File: src/rtl/cfg_chain_ctrl.sv
// Serial configuration controller: shifts a parallel word LSB-first into a
// master-slave flop chain, pulses the shadow update and returns the old contents.
module cfg_chain_ctrl #(
    parameter int WIDTH = 16,
    parameter int HALF  = 2
) (
    input  logic             clk,
    input  logic             rst,
    input  logic [WIDTH-1:0] wr_data,
    input  logic             wr_valid,
    output logic             wr_ready,
    output logic [WIDTH-1:0] rd_data,
    output logic             rd_valid,
    output logic             sclk,
    output logic             sdo,
    input  logic             sdi,
    output logic             upd,
    output logic             busy
);

    // Handshake: a word is taken on any cycle where wr_valid && wr_ready;
    // wr_valid while busy is ignored and nothing is queued.
    typedef enum logic [1:0] {IDLE, SHIFT_LO, SHIFT_HI, UPDATE} state_t;

    localparam int HCW = (HALF > 1) ? $clog2(HALF) : 1;
    localparam int CW  = $clog2(WIDTH + 1);
    localparam logic [HCW-1:0] H_LAST = HCW'(HALF - 1);
    localparam logic [CW-1:0]  C_LAST = CW'(WIDTH - 1);

    state_t           state, state_n;
    logic [HCW-1:0]   hcnt;
    logic [CW-1:0]    cnt;
    logic [WIDTH-1:0] shreg;
    logic [WIDTH-1:0] capture;
    logic             phase_end;

    assign phase_end = (hcnt == H_LAST);
    assign wr_ready  = (state == IDLE) && !rst;
    assign busy      = !wr_ready;

    always_ff @(posedge clk) begin
        if (rst) state <= IDLE;
        else     state <= state_n;
    end

    always_comb begin
        state_n = state;
        case (state)
            IDLE:     if (wr_valid)  state_n = SHIFT_LO;
            SHIFT_LO: if (phase_end) state_n = SHIFT_HI;
            SHIFT_HI: if (phase_end) state_n = (cnt == C_LAST) ? UPDATE : SHIFT_LO;
            UPDATE:   if (phase_end) state_n = IDLE;
            default:  state_n = IDLE;
        endcase
    end

    // Pin flops are loaded on the transition into the state that owns them,
    // so sclk/sdo/upd line up with the state register and never glitch.
    always_ff @(posedge clk) begin
        if (rst) begin
            hcnt     <= '0;
            cnt      <= '0;
            shreg    <= '0;
            capture  <= '0;
            rd_data  <= '0;
            rd_valid <= 1'b0;
            sclk     <= 1'b0;
            sdo      <= 1'b0;
            upd      <= 1'b0;
        end else begin
            rd_valid <= 1'b0;
            if (state_n != state || state == IDLE) hcnt <= '0;
            else                                   hcnt <= hcnt + 1'b1;

            case (state)
                IDLE: begin
                    if (wr_valid) begin
                        shreg <= wr_data;
                        cnt   <= '0;
                        sdo   <= wr_data[0];
                    end
                end
                SHIFT_LO: begin
                    if (phase_end) sclk <= 1'b1;
                end
                SHIFT_HI: begin
                    // The chain's slave stage only moves on the falling edge,
                    // so the tail still shows the old bit here.
                    if (hcnt == '0) capture <= {sdi, capture[WIDTH-1:1]};
                    if (phase_end) begin
                        shreg <= shreg >> 1;
                        cnt   <= cnt + 1'b1;
                        sclk  <= 1'b0;
                        if (cnt == C_LAST) upd <= 1'b1;
                        else               sdo <= shreg[1];
                    end
                end
                UPDATE: begin
                    if (phase_end) begin
                        upd      <= 1'b0;
                        rd_valid <= 1'b1;
                        rd_data  <= capture;
                    end
                end
                default: ;
            endcase
        end
    end

endmodule

File: config.mk
export PLATFORM = sky130hd
export DESIGN_NAME = cfg_chain_ctrl
export DESIGN_NICKNAME = d
export VERILOG_FILES = /design/src/rtl/cfg_chain_ctrl.sv
export SDC_FILE = /design/constraint.sdc
export NUM_CORES = 1
export LEC_CHECK = 0
export BUFFER_PORTS_ARGS = -buffer_cell sky130_fd_sc_hd__clkbuf_2
export CAP_MARGIN = 0
export CORE_ASPECT_RATIO = 0.6
export CORE_UTILIZATION = 51
export CTS_BUF_LIST = sky130_fd_sc_hd__clkbuf_8
export CTS_CLUSTER_DIAMETER = 80
export DETAILED_ROUTE_END_ITERATION = 10
export HOLD_SLACK_MARGIN = 0.02
export PLACE_DENSITY = 0.74
export RECOVER_POWER = 100
export SLEW_MARGIN = 40
export SYNTH_ARGS = -nofsm -noshare
export SYNTH_HDL_FRONTEND = slang
export SYNTH_SLANG_ARGS = --single-unit
export TNS_END_PERCENT = 100
File: constraint.sdc
create_clock -name clk -period 4.6 [get_ports clk]
set_clock_uncertainty 0.05 [all_clocks]
set_input_delay 0.46 -clock clk [delete_from_list [all_inputs] [get_ports clk]]
set_output_delay 0.46 -clock clk [all_outputs]
set_load 0.03 [all_outputs]
==> run_results.csv <==
group,metric,value,unit
global_route,grt_max_degree,46,
worst_hold_path,hold_path_class,"in2reg",
route,wl_per_cell,13.6,um
cells_and_area,nets,302,
logic_synthesis,yosysSeqAreaShare,51.2,%
route,wl,4700,um
cells_and_area,fillers,388,
run_status,status,"complete, but fails checks",
logic_synthesis,synth.most_common_cell,"dfxtp_1",
worst_setup_path,slowest_stage,"nor3_1",
clock_network,cts_max_path_buffers,2,
clock_network,cts_setup_buffers,0,
logic_synthesis,synth_top_area_share,51.2,%
sta,layout_min_cycle_time,2.73,ns
route,drcViolationCount,0,
cells_and_area,multiInputGateArea,1000,um2
sta,timing.fmax,367,MHz
clock_network,cts_tree,"yes",
clock_network,cts_buffers,9,
power,powerDensity,402,nW/um2
global_route,grt_pass1_wl,7590,um
cells_and_area,seqCellArea,1180,um2
logic_synthesis,syn_nets,269,
cells_and_area,syn_to_final_growth,14.7,%
logic_synthesis,synth_area_leaders,"dfxtp_1 (51%), a21oi_1 (7.8%), o221a_2 (6.8%), a22o_1 (6.1%), nand2_1 (6.0%)",
placement,numPortBuffers,41,
sta,drv_slew,35,
logic_synthesis,netlist_instances,247,
route,vias,1884,
floorplan,placementRows,18,
worst_setup_path,crit_path_end_kind,"register",
placement,dpl.hpwl,3000,um
logic_synthesis,ys.flop_type,"dfxtp_1",
floorplan,start_util,54.8,%
floorplan,dieArea,4810,um2
sta,setup_violations,0,
sta,rsz0062_at_grt,"no",
logic_synthesis,synthTopCellsByCount,"dfxtp_1 (59), nand2_1 (37), a21oi_1 (36)",
placement,gp_congestion,0.815,
worst_setup_path,crit_path_start_kind,"register",
route,antenna_left,0,
logic_synthesis,ys_types,39,
global_route,track_usage,21.7,%
worst_setup_path,crit_fanout,19,
clock_network,htree_levels,3,
logic_synthesis,synth_edf_count,0,
global_route,overflow,0,
cells_and_area,finalNonFillerCells,345,
power,total_power,1.06,mW
sta,post-route-period-util,59.3,%
floorplan,io_pins,42,
sta,timing.setup.tns,0,ns
logic_synthesis,synth_area_leader_cell,"dfxtp_1",
cells_and_area,drive_above_1_share,17.9,%
logic_synthesis,synth_seq_cells,59,
sta,slew_headroom,-22.6,%
worst_setup_path,slowest_delay,1.39,ns
cells_and_area,antenna_cells,0,
worst_setup_path,crit_chain,"nand2_1 > nor3_1 > a22o_1",
worst_setup_path,rrSetupSlack,1.87,ns
worst_setup_path,worstSetupPathType,"reg2reg",
clock_network,cts.repair.resized,0,
clock_network,cts_hold_buf,0,
floorplan,coreArea,4210,um2
logic_synthesis,avgSynthCellArea,9.35,um2
sta,hold-worst-slack,0.305,ns
clock_network,worstSkewPairLatency,0.34,ns
run_status,violations,"max-capacitance violations, max-slew violations",
global_route,grt_pass1_vias,1646,
power,p_leak,0.990,nW
floorplan,die_h,54.1,um
sta,tightestPinTransition,1.83,ns
placement,placed_cells,329,
clock_network,clk_pin_slew,0.07,ns
logic_synthesis,yosysWarnings,0,
worst_setup_path,crit_required,4.82,ns
route,via_per_inst,5.46,
clock_network,cts_sinks,59,
worst_setup_path,crit_arrival,2.95,ns
run,maxCapViolCount,2,
logic_synthesis,synth_area,2310,um2
route,drt_iter0_drc,115,
power,peakVddDrop,0.246,mV
logic_synthesis,ys_async_sr_fraction,0,%
clock_network,root_buffer,"clkbuf_8",
route,dr.pass1.iters,4,
sta,hold_viol,0,
floorplan,die_w,88.9,um
global_route,antenna_found_initial,0,
==> per-stage QoR <==
step                util (%)  worst slack (ns)  cell area (um2)
floorplan                  -              2.69             2310
global placement        59.3              2.31             2500
detailed placement      59.7              2.56             2510
CTS                     64.1              2.53             2700
global route            62.9              1.65             2650
finish                  62.9              1.87             2650
==> flip-flops by register name, indices dropped and copies added (netlist names) <==
| signal | count |
|---|---|
| capture | 16 |
| rd_data | 16 |
| shreg | 15 |
| cnt | 5 |
| state | 2 |
| hcnt | 1 |
| rd_valid | 1 |
| sclk | 1 |
| sdo | 1 |
| upd | 1 |
==> cells in the final DEF (no fill, tap or decap), types with 3 or more instances in the layout <==
cell / Yosys / routed
nor3_1: 3 / 4
clkbuf_8: 0 / 9
a22o_1: 16 / 16
nand2_1: 37 / 37
inv_1: 4 / 7
dfxtp_1: 59 / 59
nor3b_1: 4 / 5
nor2b_1: 3 / 3
o21ai_0: 5 / 5
mux2i_1: 3 / 3
a21oi_1: 36 / 36
clkbuf_2: 0 / 18
nor2_1: 17 / 17
clkbuf_1: 6 / 22
o221a_2: 14 / 14
==> logic make-up (layout without fill, tap and decap cells) <==
group | after synthesis | count (layout) | synth area share [%]
adder cells (fa/ha/maj) | 2 | 2 | 1.08
multiplexers | 4 | 4 | 1.79
AND/OR/NAND/NOR | 78 | 78 | 16.0
AO/OA/AOI/OAI | 79 | 79 | 24.9
flip-flops | 59 | 59 | 51.2
buffers and inverters | 25 | 63 | 5.09
==> worst max-delay path: cells and delay by family (launching register included) <==
kind | cells | cell delay (ns)
AO/OA/AOI/OAI | 1 | 0.28
AND/OR/NAND/NOR | 2 | 1.61
flip-flops | 1 | 0.71
==> report_power, final <==
group | total [mW] | switching [mW] | internal, mW
Sequential | 0.538 | 0.0113 | 0.526
Clock | 0.444 | 0.200 | 0.244
Combinational | 0.0835 | 0.0508 | 0.0327
==> metal layers <==
| layer | up-vias | share of wire, % | wire (um) | global-route usage, % |
|---|---|---|---|---|
| met3 | 4 | 6.1 | 285 | 10.1 |
| met4 | 0 | 0.87 | 41 | 5.65 |
| met1 | 882 | 52 | 2440 | 30.2 |
| met5 | - | 0 | 0 | 0 |
| met2 | 47 | 41 | 1940 | 30.0 |
| li1 | 951 | - | - | - |
==> final cells by class <==
| class | instances | area share [%] |
|---|---|---|
| clock buffers | 9 | 4.68 |
| inverters | 5 | 0.709 |
| multi-input cells | 163 | 37.7 |
| flip-flops and latches | 59 | 44.6 |
| clock inverters | 7 | 2.36 |
| well taps | 60 | 2.83 |
| repair buffers | 42 | 7.09 |
==> path summary, 6_finish.rpt <==
| check | cells after the start | end | start |
|---|---|---|---|
| setup / recovery | 3 | rd_data[13] | state[1] |
| hold / removal | 3 | capture[15] | sdi |
| setup reg to reg | 3 | rd_data[13] | state[1] |
| hold reg to reg | 2 | capture[2] | capture[3] |
(Power assumes the default switching activity.)
